==> config.mk <==
export PLATFORM = sky130hd
export DESIGN_NAME = baby_control_flat
export DESIGN_NICKNAME = d
export VERILOG_FILES = /design/src/rtl/baby_control_pkg.sv /design/src/rtl/baby_control_if.sv /design/src/rtl/baby_control_alu.sv /design/src/rtl/baby_control.sv /design/src/flat_wrapper.sv
export SDC_FILE = /design/constraint.sdc
export NUM_CORES = 1
export LEC_CHECK = 0
export BUFFER_PORTS_ARGS = -buffer_cell sky130_fd_sc_hd__buf_2
export CELL_PAD_IN_SITES_DETAIL_PLACEMENT = 1
export CELL_PAD_IN_SITES_GLOBAL_PLACEMENT = 1
export CORE_MARGIN = 1.5
export CORE_UTILIZATION = 45
export CTS_CLUSTER_DIAMETER = 200
export DETAILED_ROUTE_END_ITERATION = 16
export PLACE_DENSITY = 0.93
export SYNTH_ARGS = -nofsm -noshare
export SYNTH_HDL_FRONTEND = slang
export SYNTH_SLANG_ARGS = --single-unit
==> constraint.sdc <==
create_clock -name CLOCK_40 -period 5.6 [get_ports CLOCK_40]
set_input_delay 1.12 -clock CLOCK_40 [delete_from_list [all_inputs] [get_ports CLOCK_40]]
set_output_delay 1.12 -clock CLOCK_40 [all_outputs]
set_load 0.02 [all_outputs]
==> src/rtl/baby_control_pkg.sv <==
// Shared types and default sizes for the SSEM ("Baby") instruction sequencer.
package baby_pkg;

    localparam int BABY_WORD_W   = 32;
    localparam int BABY_ADDR_W   = 5;
    localparam int BABY_FUNC_LSB = 13;

    typedef enum logic [1:0] {
        IDLE,
        FETCH,
        DECODE,
        EXEC
    } state_t;

    // SUB has two encodings because the Baby ignored the top function bit for it.
    typedef enum logic [2:0] {
        F_JMP  = 3'd0,
        F_SUB  = 3'd1,
        F_LDN  = 3'd2,
        F_CMP  = 3'd3,
        F_JRP  = 3'd4,
        F_SUB2 = 3'd5,
        F_STO  = 3'd6,
        F_STP  = 3'd7
    } func_t;

endpackage

==> src/rtl/baby_control_if.sv <==
// Store port between the sequencer (master) and the 32x32 store (slave).
interface baby_control_if #(
    parameter int WORD_W = baby_pkg::BABY_WORD_W,
    parameter int ADDR_W = baby_pkg::BABY_ADDR_W
);

    logic [ADDR_W-1:0] mem_addr;
    logic              mem_rd;
    logic              mem_wr;
    logic [WORD_W-1:0] mem_wdata;
    logic [WORD_W-1:0] mem_rdata;

    modport master (
        output mem_addr,
        output mem_rd,
        output mem_wr,
        output mem_wdata,
        input  mem_rdata
    );

    modport slave (
        input  mem_addr,
        input  mem_rd,
        input  mem_wr,
        input  mem_wdata,
        output mem_rdata
    );

endinterface

==> src/rtl/baby_control_alu.sv <==
// Combinational execute stage: next accumulator and next CI for one Baby instruction.
module baby_alu
    import baby_pkg::*;
#(
    parameter int WORD_W = BABY_WORD_W
) (
    input  logic [WORD_W-1:0] acc,
    input  logic [WORD_W-1:0] s,
    input  logic [WORD_W-1:0] ci,
    input  func_t             f,
    output logic [WORD_W-1:0] next_acc,
    output logic [WORD_W-1:0] next_ci
);

    // STO and STP leave both registers alone; their effects live in the sequencer.
    always_comb begin
        next_acc = acc;
        next_ci  = ci;
        case (f)
            F_JMP:         next_ci  = s;
            F_JRP:         next_ci  = ci + s;
            F_LDN:         next_acc = '0 - s;
            F_SUB, F_SUB2: next_acc = acc - s;
            F_CMP: begin
                if (acc[WORD_W-1]) begin
                    next_ci = ci + WORD_W'(1);
                end
            end
            default: begin
                next_acc = acc;
                next_ci  = ci;
            end
        endcase
    end

endmodule

==> src/rtl/baby_control.sv <==
// SSEM instruction-cycle sequencer: one enable strobe runs fetch, decode, operand read and execute.
module baby_control
    import baby_pkg::*;
#(
    parameter int WORD_W   = BABY_WORD_W,
    parameter int ADDR_W   = BABY_ADDR_W,
    parameter int FUNC_LSB = BABY_FUNC_LSB
) (
    input  logic               CLOCK_40,
    input  logic               reset,
    input  logic               enable,
    baby_control_if.master     mem,
    output logic [WORD_W-1:0]  acc,
    output logic [WORD_W-1:0]  ci,
    output logic [WORD_W-1:0]  pi,
    output logic               busy,
    output logic               done,
    output logic               halted,
    output logic               overrun
);

    state_t            state;
    state_t            next_state;
    logic [ADDR_W-1:0] addr_q;
    logic [ADDR_W-1:0] addr_d;
    logic [WORD_W-1:0] wdata_q;
    logic [WORD_W-1:0] wdata_d;
    logic              rd_q;
    logic              rd_d;
    logic              wr_q;
    logic              wr_d;
    logic [WORD_W-1:0] acc_d;
    logic [WORD_W-1:0] ci_d;
    logic [WORD_W-1:0] pi_d;
    logic              busy_d;
    logic              done_d;
    logic              halted_d;
    logic              overrun_d;
    logic [WORD_W-1:0] ci_inc;
    logic [WORD_W-1:0] alu_acc;
    logic [WORD_W-1:0] alu_ci;
    func_t             decode_func;
    func_t             exec_func;

    assign ci_inc      = ci + WORD_W'(1);
    assign decode_func = func_t'(mem.mem_rdata[FUNC_LSB +: 3]);
    assign exec_func   = func_t'(pi[FUNC_LSB +: 3]);

    assign mem.mem_addr  = addr_q;
    assign mem.mem_rd    = rd_q;
    assign mem.mem_wr    = wr_q;
    assign mem.mem_wdata = wdata_q;

    baby_alu #(
        .WORD_W (WORD_W)
    ) u_alu (
        .acc      (acc),
        .s        (mem.mem_rdata),
        .ci       (ci),
        .f        (exec_func),
        .next_acc (alu_acc),
        .next_ci  (alu_ci)
    );

    // Every output is a register; this block only decides what each one loads next.
    // Store-port values chosen in one state are presented to the store in the following state.
    always_comb begin
        next_state = state;
        acc_d      = acc;
        ci_d       = ci;
        pi_d       = pi;
        addr_d     = addr_q;
        wdata_d    = wdata_q;
        rd_d       = 1'b0;
        wr_d       = 1'b0;
        done_d     = 1'b0;
        busy_d     = busy;
        halted_d   = halted;
        overrun_d  = overrun | (enable & (state != IDLE));

        case (state)
            IDLE: begin
                if (enable && !halted) begin
                    next_state = FETCH;
                    busy_d     = 1'b1;
                end
            end
            FETCH: begin
                ci_d       = ci_inc;
                addr_d     = ci_inc[ADDR_W-1:0];
                rd_d       = 1'b1;
                next_state = DECODE;
            end
            DECODE: begin
                pi_d   = mem.mem_rdata;
                addr_d = mem.mem_rdata[ADDR_W-1:0];
                // STO swaps the operand read for the write so the port never reads and writes at once.
                if (decode_func == F_STO) begin
                    wr_d    = 1'b1;
                    wdata_d = acc;
                end else begin
                    rd_d = 1'b1;
                end
                done_d     = 1'b1;
                next_state = EXEC;
            end
            EXEC: begin
                acc_d      = alu_acc;
                ci_d       = alu_ci;
                halted_d   = halted | (exec_func == F_STP);
                busy_d     = 1'b0;
                next_state = IDLE;
            end
            default: begin
                next_state = IDLE;
            end
        endcase
    end

    always_ff @(posedge CLOCK_40) begin
        if (reset) begin
            state   <= IDLE;
            acc     <= '0;
            ci      <= '0;
            pi      <= '0;
            addr_q  <= '0;
            wdata_q <= '0;
            rd_q    <= 1'b0;
            wr_q    <= 1'b0;
            busy    <= 1'b0;
            done    <= 1'b0;
            halted  <= 1'b0;
            overrun <= 1'b0;
        end else begin
            state   <= next_state;
            acc     <= acc_d;
            ci      <= ci_d;
            pi      <= pi_d;
            addr_q  <= addr_d;
            wdata_q <= wdata_d;
            rd_q    <= rd_d;
            wr_q    <= wr_d;
            busy    <= busy_d;
            done    <= done_d;
            halted  <= halted_d;
            overrun <= overrun_d;
        end
    end

endmodule

==> src/flat_wrapper.sv <==
// flat-port wrapper written by rule: the top's interface ports become plain ports
module baby_control_flat import baby_pkg::*;
#(
    parameter int WORD_W   = BABY_WORD_W,
    parameter int ADDR_W   = BABY_ADDR_W,
    parameter int FUNC_LSB = BABY_FUNC_LSB
)
  (CLOCK_40, reset, enable, acc, ci, pi, busy, done, halted, overrun, mem_mem_addr, mem_mem_rd, mem_mem_wr, mem_mem_wdata, mem_mem_rdata);
  baby_control_if #(.WORD_W(WORD_W), .ADDR_W(ADDR_W)) mem_i ();
  input  logic CLOCK_40;
  input  logic reset;
  input  logic enable;
  output logic [WORD_W-1:0] acc;
  output logic [WORD_W-1:0] ci;
  output logic [WORD_W-1:0] pi;
  output logic busy;
  output logic done;
  output logic halted;
  output logic overrun;
  output wire logic [$bits(mem_i.mem_addr)-1:0] mem_mem_addr;
  output wire logic [$bits(mem_i.mem_rd)-1:0] mem_mem_rd;
  output wire logic [$bits(mem_i.mem_wr)-1:0] mem_mem_wr;
  output wire logic [$bits(mem_i.mem_wdata)-1:0] mem_mem_wdata;
  input wire logic [$bits(mem_i.mem_rdata)-1:0] mem_mem_rdata;
  assign mem_mem_addr = mem_i.mem_addr;
  assign mem_mem_rd = mem_i.mem_rd;
  assign mem_mem_wr = mem_i.mem_wr;
  assign mem_mem_wdata = mem_i.mem_wdata;
  assign mem_i.mem_rdata = mem_mem_rdata;
  baby_control #(.WORD_W(WORD_W), .ADDR_W(ADDR_W), .FUNC_LSB(FUNC_LSB)) u_core (.CLOCK_40(CLOCK_40), .reset(reset), .enable(enable), .mem(mem_i), .acc(acc), .ci(ci), .pi(pi), .busy(busy), .done(done), .halted(halted), .overrun(overrun));
endmodule
### Word-level counts from Yosys, hierarchy flattened

Cells that the tools add are included.

* flip-flop bits (word level): 141
* input bits: 35
* output and inout port bits: 139
* word-level logic and storage cells: 61

* $add $sub $neg: 4
* equality and inequality tests: 13
* muxes and demuxes: 13
* bitwise logic cells: 4
* reduce and logical (&&, ||, !) cells: 15

Operators by type and width (count)
* case mux 32 bit (2 select lines): 2
* case mux 32 bit (3 select lines): 1
* adder 32 x 1 -> 32 bit (second input constant): 1
* adder 32 bit: 1
* 2-to-1 mux 32 bit: 1
* subtractor 1 x 32 -> 32 bit (first input constant): 1
* subtractor 32 bit: 1
* equality test 3 bit (second input constant): 4
* case mux 5 bit (2 select lines): 1
* nonzero test 2 bit: 5
* case mux 2 bit (4 select lines): 1
* equality test 3 x 2 -> 1 bit (second input constant): 2
* AND reduction 2 bit: 3
* equality test 2 bit (second input constant): 2
* 2-to-1 mux 1 bit: 4
* != test 4 bit (second input constant): 1
* case mux 1 bit (2 select lines): 2
* OR reduction 2 bit: 2
* equality test 3 x 1 -> 1 bit (second input constant): 1
* logical NOT 3 bit: 1
* != test 3 x 2 -> 1 bit (second input constant): 1
* AND reduction 3 bit: 1
* equality test 2 x 1 -> 1 bit (second input constant): 1
* logical NOT 2 bit: 1
* other kinds (7): 8

### Depth between registers and ports, before layout

Gate-level depths: netlist of the first run.

* depth in word-level cells: 4
* depth in mapped cells: 16
* depth with buffers taken out: 15

### Cells and area by module

A second synthesis of the first run with hierarchy kept.

* cells, all modules: 1530
* area, all modules: 11319.6 um^2

By module, submodules not included
* baby_control: times used 1, cells each 662, area each 5883.1 um^2, seq. area each 2822.7 um^2
* baby_alu: times used 1, cells each 868, area each 5436.5 um^2, seq. area each 0.0 um^2

### Worst setup path after synthesis of the first run

OpenSTA, ideal clock, no wires.

* kind: input to register
* start point: in mem_mem_rdata[0]
* end point: reg u_core.ci[30]
* library setup time: 0.139 ns
* arrival: 3.290 ns
* data required time: 5.461 ns
* slack: 2.171 ns
* cell stages on the path: 12
* buffers on the path: 0
* cells stage by stage: ha_1 inv_1 fa_1 nor2b_1 o21a_1 o21ai_0 a211oi_1 o21ai_1 a311o_1 a21oi_1 mux2i_1 a221oi_1

* word-level cells in the longest chain between the ends: 3

RTL lines
* start: declaration: line flat_wrapper.sv:24 `input wire logic [$bits(mem_i.mem_rdata)-1:0] mem_mem_rdata;`
* adder 32 bit: line baby_control_alu.sv:21 `F_JRP: next_ci = ci + s;`
* case mux 32 bit (3 select lines): line baby_control_alu.sv:19 `case (f)`
* case mux 32 bit (2 select lines): line baby_control.sv:81 `case (state)`
* end signal: assignment: line baby_control.sv:137 `ci <= ci_d;`
* end: declaration: line baby_control.sv:14 `output logic [WORD_W-1:0] ci,`

No other way between the ends.
A chain may end at the register's enable or synchronous reset.

### Worst setup path after layout of the first run

* start point: reg u_core.pi[13]
* end point: reg u_core.acc[28]

* word-level cells in the longest chain between the ends: 4
* elaborated cells on any way between the ends: 7
* classes of those cells: eq/ne (3); mux (1); reduce/logical (3)

RTL lines
* start: declaration: line baby_control.sv:15 `output logic [WORD_W-1:0] pi,`
* start signal: assignment: line baby_control.sv:138 `pi <= pi_d;`
* equality test 3 x 1 -> 1 bit / equality test 3 bit (equally long branches): line baby_control_alu.sv:19
* OR reduction 2 bit: line baby_control_alu.sv:19
* nonzero test 2 bit (no line)
* AND reduction 2 bit (no line)
* end signal: assignment: line baby_control.sv:123 `acc <= '0;`
* end signal: assignment: line baby_control.sv:136 `acc <= acc_d;`
* end: declaration: line baby_control.sv:13 `output logic [WORD_W-1:0] acc,`

Parallel ways exist; a longest one is shown, timed or not.

==> run metrics, run 1 <==
status=completed; Core Area=21800 µm²; worst path cell trace=inv_1, nor2_1, buf_4, nand2_1, ha_1, inv_1, fa_1, a21oi_1, nor3b_1, o21a_1, o21ai_1, a31oi_1, a41o_1, a31oi_1, or4_1, nand3_1; grt ovf=0; Crit path largest cell delay=0.51 ns; share of layout cells above drive strength 1=17.2%; Area Growth Syn to Fin=15.9%; Post-Syn Nets=1428; unrepaired setup endpoints after global routing=false; Final Hold Fails=0; vias=10700; CP Data Arrival Time=4.64 ns; P per Cell Area=337 nW/µm²; clock sinks=141; Reg clk slew, reported paths=0.07 ns; Leak=5.09 nW; # setup viols final=0; Final WS setup=1.35 ns; Clock Latency Late Sink=0.45 ns; Syn Area/Cell=7.50 µm²; # diodes=0; WL per Instance=21.3 µm; FF+latch count, synth=141; CTS tree=done; post-layout util=52.9%; maximum fanout along the worst path=24; crit path launch type=flip-flop; Period minus WS final=4.25 ns; Crit path max-delay family=simple AND/OR/NAND/NOR gates; Synth area leader=dfxtp_1; Fmax=235 MHz; # rows=54; Post-synth EDFFs=0; first-pass GRT wire length=57900 µm; post-place setup slack=1.50 ns; Worst Clk Skew=0.0121 ns; Crit-path slowest cell=nor2_1; hpwl dp=26000 µm; MaxCap Viol Count=0; Yosys cell types=87; sequential fraction of the synthesis area=28.4%; Max rail drop VDD=0.279 mV; Slew @ Worst Pin=1.30 ns; Hold Crit Class=reg -> reg; Max clock buf depth=2; count of cells resized by post-cts repair=0; Initial Utilization=45.6%; antenna violations before repair=0; slew margin rel.=13.5%; max-slew violation count=0; number of nets in the layout=1561; CTS root buf=clkbuf_16; setup bufs post-CTS=0; DIE AREA=23000 µm²; RePlAce Congestion=0.941; DRT iter0 DRCs=672; Hold-fix buffers, CTS=0; predominant post-synthesis flop cell=dfxtp_1; Chip Height=152 µm; residual DRC count=0; synth top area cells=dfxtp_1 (28%), ha_1 (8.4%), a21oi_1 (7.5%); Synth Instances=1324; CP endpoint kind=flip-flop; Tcrit/Tclk final=76.0%; Req. time, crit path=5.98 ns; Setup CP Type=reg -> reg; largest net degree at the start of global routing=98; Buf/Inv on CP=3; ys async rst share=0%; drt via density=6.11; vias in the first global route=11000; cts bufs inserted=17; Cell Area, Synth=9930 µm²; I/O pins=174; H-tree depth=4; top cell type's share of synthesized area=28.4%; total global-route track usage=32.4%; Port Buf Inserts=173; Initial DRT Pass Iterations=7; number of synthesis warnings=0; setup tns final=0 ns; Post-DRT Antenna Nets=0; WL final=37200 µm; Die W=152 µm
==> where the power goes <==
group	total, mW	switching (mW)	internal [mW]	leakage (nW)
clock network	1.14	0.502	0.639	0.278
logic	1.50	0.995	0.503	3.67
registers	1.24	0.126	1.11	1.14
==> layout by cell type, fill, tap and decap left out, types with 7 or more instances in the layout <==
cell	instances
a211oi_1	12
a21o_1	31
a21oi_1	148
a221oi_1	12
a22oi_1	14
a31oi_1	8
and2_1	35
and3_1	15
buf_2	172
buf_4	13
clkbuf_16	17
dfxtp_1	141
ha_1	66
inv_1	60
mux2i_1	34
nand2_1	187
nand3_1	36
nand4_1	11
nor2_1	116
nor2b_1	10
nor3_1	33
nor3b_1	13
o21a_1	16
o21ai_0	65
o21ai_1	8
o31ai_1	7
xnor2_1	30
xor2_1	22
==> logic make-up (layout without fill, tap and decap cells) <==
group                    Yosys count  count (layout)  synth area share, %
AND/OR/NAND/NOR                  514             514                 24.8
AO/OA/AOI/OAI                    382             382                 24.3
flip-flops                       141             141                 28.4
buffers and inverters            131             277                 5.47
adder cells (fa/ha/maj)           69              69                 8.85
XOR/XNOR                          52              52                 4.59
multiplexers                      35              35                 3.54
==> final timing paths <==
path / start / to / slack (ns) / cells after the start
worst max register to register: u_core.pi[13] / u_core.acc[28] / 1.35 / 16
worst min-delay path: u_core.mem.mem_wdata[22] / u_core.mem.mem_wdata[22] / 0.45 / 2
worst min register to register: u_core.mem.mem_wdata[22] / u_core.mem.mem_wdata[22] / 0.45 / 2
worst max-delay path: u_core.pi[13] / u_core.acc[28] / 1.35 / 16
==> synth_stat cells (6+ instances only) <==
library cell / number
nand2_1: 187
a21oi_1: 148
dfxtp_1: 141
nor2_1: 120
ha_1: 67
o21ai_0: 65
inv_1: 60
clkbuf_1: 59
nand3_1: 36
and2_1: 35
mux2i_1: 34
nor3_1: 33
a21o_1: 31
xnor2_1: 30
xor2_1: 22
o21a_1: 16
and3_1: 15
a22oi_1: 14
nor3b_1: 13
a211oi_1: 12
a221oi_1: 12
nand4_1: 11
nor2b_1: 10
o21ai_1: 9
a31oi_1: 8
o31ai_1: 7
a211o_1: 6
and4_1: 6
o21bai_1: 6
==> stage by stage <==
step	power [mW]	area [µm²]	cells	hold slack, ns
4_1_cts	3.87	11500	1750	0.457
2_1_floorplan	2.25	9930	1324	0.476
6_report	3.88	11500	1750	0.452
5_1_grt	4.06	11500	1750	0.480
3_3_place_gp	2.65	10900	1718	0.439
3_5_place_dp	2.71	10900	1718	0.447
==> layer usage <==
layer  vias to the layer above  part of all wire (%)  GRT usage (%)
met4                         0                   5.4           19.9
met5                         -                     0              0
met1                      5185                    41           37.8
met2                       408                    47           54.9
met3                       122                   6.4           6.23
li1                       4975                     -              -
==> cell type report <==
cell class	instances	area [µm²]
multi-input cells	1052	6580
inverters	60	225
repair buffers	185	958
clock inverters	11	109
fillers	2823	10300
flip-flops and latches	141	2820
well taps	280	350
clock buffers	21	460
==> flip-flops by register name, indices dropped and copies added, names as in the netlist <==
register / flops
u_core.acc: 32
u_core.busy: 1
u_core.ci: 32
u_core.done: 1
u_core.halted: 1
u_core.mem.mem_addr: 5
u_core.mem.mem_rd: 1
u_core.mem.mem_wdata: 32
u_core.mem.mem_wr: 1
u_core.overrun: 1
u_core.pi: 32
u_core.state: 2
==> worst min-delay path, stage by stage (launching register included) <==
cell and delay [ns]:
dfxtp_1 0.31, nand2_1 0.05, a21oi_1 0.05
Power figures use the tool's default switching activity.
==> inputs of run 2 (changes only) <==
--- a/config.mk
+++ b/config.mk
@@ -9,10 +9,10 @@
 export CELL_PAD_IN_SITES_DETAIL_PLACEMENT = 1
 export CELL_PAD_IN_SITES_GLOBAL_PLACEMENT = 1
 export CORE_MARGIN = 1.5
-export CORE_UTILIZATION = 45
+export CORE_UTILIZATION = 38
 export CTS_CLUSTER_DIAMETER = 200
 export DETAILED_ROUTE_END_ITERATION = 16
-export PLACE_DENSITY = 0.93
+export PLACE_DENSITY = 0.84
 export SYNTH_ARGS = -nofsm -noshare
 export SYNTH_HDL_FRONTEND = slang
 export SYNTH_SLANG_ARGS = --single-unit
==> constraint.sdc (replaced) <==
create_clock -name CLOCK_40 -period 3.8 [get_ports CLOCK_40]
set_input_delay 0.76 -clock CLOCK_40 [delete_from_list [all_inputs] [get_ports CLOCK_40]]
set_output_delay 0.76 -clock CLOCK_40 [all_outputs]
set_load 0.02 [all_outputs]
==> run metrics, run 2 (same netlist as run 1, synthesis figures left out) <==
DIE AREA=27100 µm²; # rows=58; vias in the first global route=10500; antenna violations before repair=1; total global-route track usage=26.9%; # setup viols final=0; drt via density=5.73; Initial Utilization=39.1%; grt ovf=0; CP endpoint kind=flip-flop; status=completed; WL final=36200 µm; Max rail drop VDD=0.312 mV; CP Data Arrival Time=3.86 ns; hpwl dp=27000 µm; share of layout cells above drive strength 1=18.6%; CTS root buf=clkbuf_16; MaxCap Viol Count=0; I/O pins=174; Clock Latency Late Sink=0.44 ns; number of nets in the layout=1584; Worst Clk Skew=0.0128 ns; Leak=5.20 nW; # placed instances=1791; Chip Height=165 µm; clock sinks=141; Hold Crit Class=reg -> reg; hold_ws=0.452 ns; residual DRC count=0; Final Hold Fails=0; Die W=165 µm; max-slew violation count=0; Req. time, crit path=4.19 ns; Post-DRT Antenna Nets=0; Max clock buf depth=2; final cell count without fillers=1823; setup bufs post-CTS=0; Initial DRT Pass Iterations=5; fillers=3220; WL per Instance=19.8 µm; slew margin rel.=28.6%; cts bufs inserted=17; DRT iter0 DRCs=486; Tcrit/Tclk final=91.3%; Core Area=25400 µm²; Setup CP Type=reg -> reg; most common cell after layout, fill and taps aside=nand2_1; H-tree depth=4; Port Buf Inserts=173; Area Growth Syn to Fin=18.3%; unrepaired setup endpoints after global routing=false; maximum fanout along the worst path=23; # diodes=0; most frequent cells in the layout=nand2_1 (187), buf_2 (172), a21oi_1 (148), dfxtp_1 (141), nor2_1 (116); RePlAce Congestion=0.922; setup tns final=0 ns; CTS tree=done; vias=10500; P per Cell Area=488 nW/µm²; Reg clk slew, reported paths=0.07 ns; first-pass GRT wire length=56600 µm; Slew @ Worst Pin=1.07 ns; largest net degree at the start of global routing=77; crit path launch type=flip-flop; Fmax=288 MHz; Period minus WS final=3.47 ns
==> run 2: worst max-delay path, cell delays in order, from the launching register on <==
cell and delay, ns:
dfxtp_1 0.32, inv_1 0.08, nor2_1 0.16, buf_4 0.29
nand2_1 0.09, ha_1 0.20, inv_1 0.07, fa_1 0.20
a21oi_1 0.10, nor3b_1 0.31, o21a_1 0.22, o21ai_1 0.14
a31oi_2 0.33, a41o_1 0.30, a221oi_1 0.11, or4_1 0.41
nand3_1 0.09
==> run 2: area by class of cell <==
class	instances	area, µm²	area share (%)
flip-flops and latches	141	2820	24.0
clock inverters	15	138	1.17
inverters	60	225	1.92
well taps	330	413	3.52
multi-input cells	1052	6580	56.1
clock buffers	17	425	3.62
repair buffers	208	1130	9.64
==> run 2: power breakdown <==
part / total, mW / switching, mW / internal [mW]
Sequential: 1.83 / 0.182 / 1.64
Combinational: 2.23 / 1.44 / 0.790
Clock: 1.66 / 0.752 / 0.911
==> run 2: path summary, 6_finish.rpt <==
kind                            start                        to  slack, ns  cells past startpoint
max                     u_core.pi[13]            u_core.acc[30]       0.33                     16
min          u_core.mem.mem_wdata[12]  u_core.mem.mem_wdata[12]       0.45                      2
max reg2reg             u_core.pi[13]            u_core.acc[30]       0.33                     16
min reg2reg  u_core.mem.mem_wdata[12]  u_core.mem.mem_wdata[12]       0.45                      2
==> run 2: repair_timing <==
item,4_1_cts,5_1_grt
hold buffers,0,0
gates resized for setup,0,1
endpoints found under the setup margin,0,3
==> run 2: routing by layer <==
metal | vias to the layer above | global-route usage [%] | routed length, µm
li1 | 5010 | - | -
met1 | 5088 | 32.8 | 15600
met2 | 285 | 46.5 | 17400
met3 | 67 | 5.27 | 2000
met4 | 2 | 10.4 | 1120
met5 | - | 0 | 8
==> run 2: stage by stage <==
step / worst slack [ns] / cell area (µm²) / power, mW / utilization [%]
floorplan: 0.464 / 9930 / 3.31 / -
global placement: 0.275 / 11200 / 3.99 / 44.0
detailed placement: 0.140 / 11200 / 4.06 / 44.0
CTS: 0.270 / 11700 / 5.75 / 46.2
global route: 0.0417 / 11700 / 6.04 / 46.2
finish: 0.330 / 11700 / 5.72 / 46.2
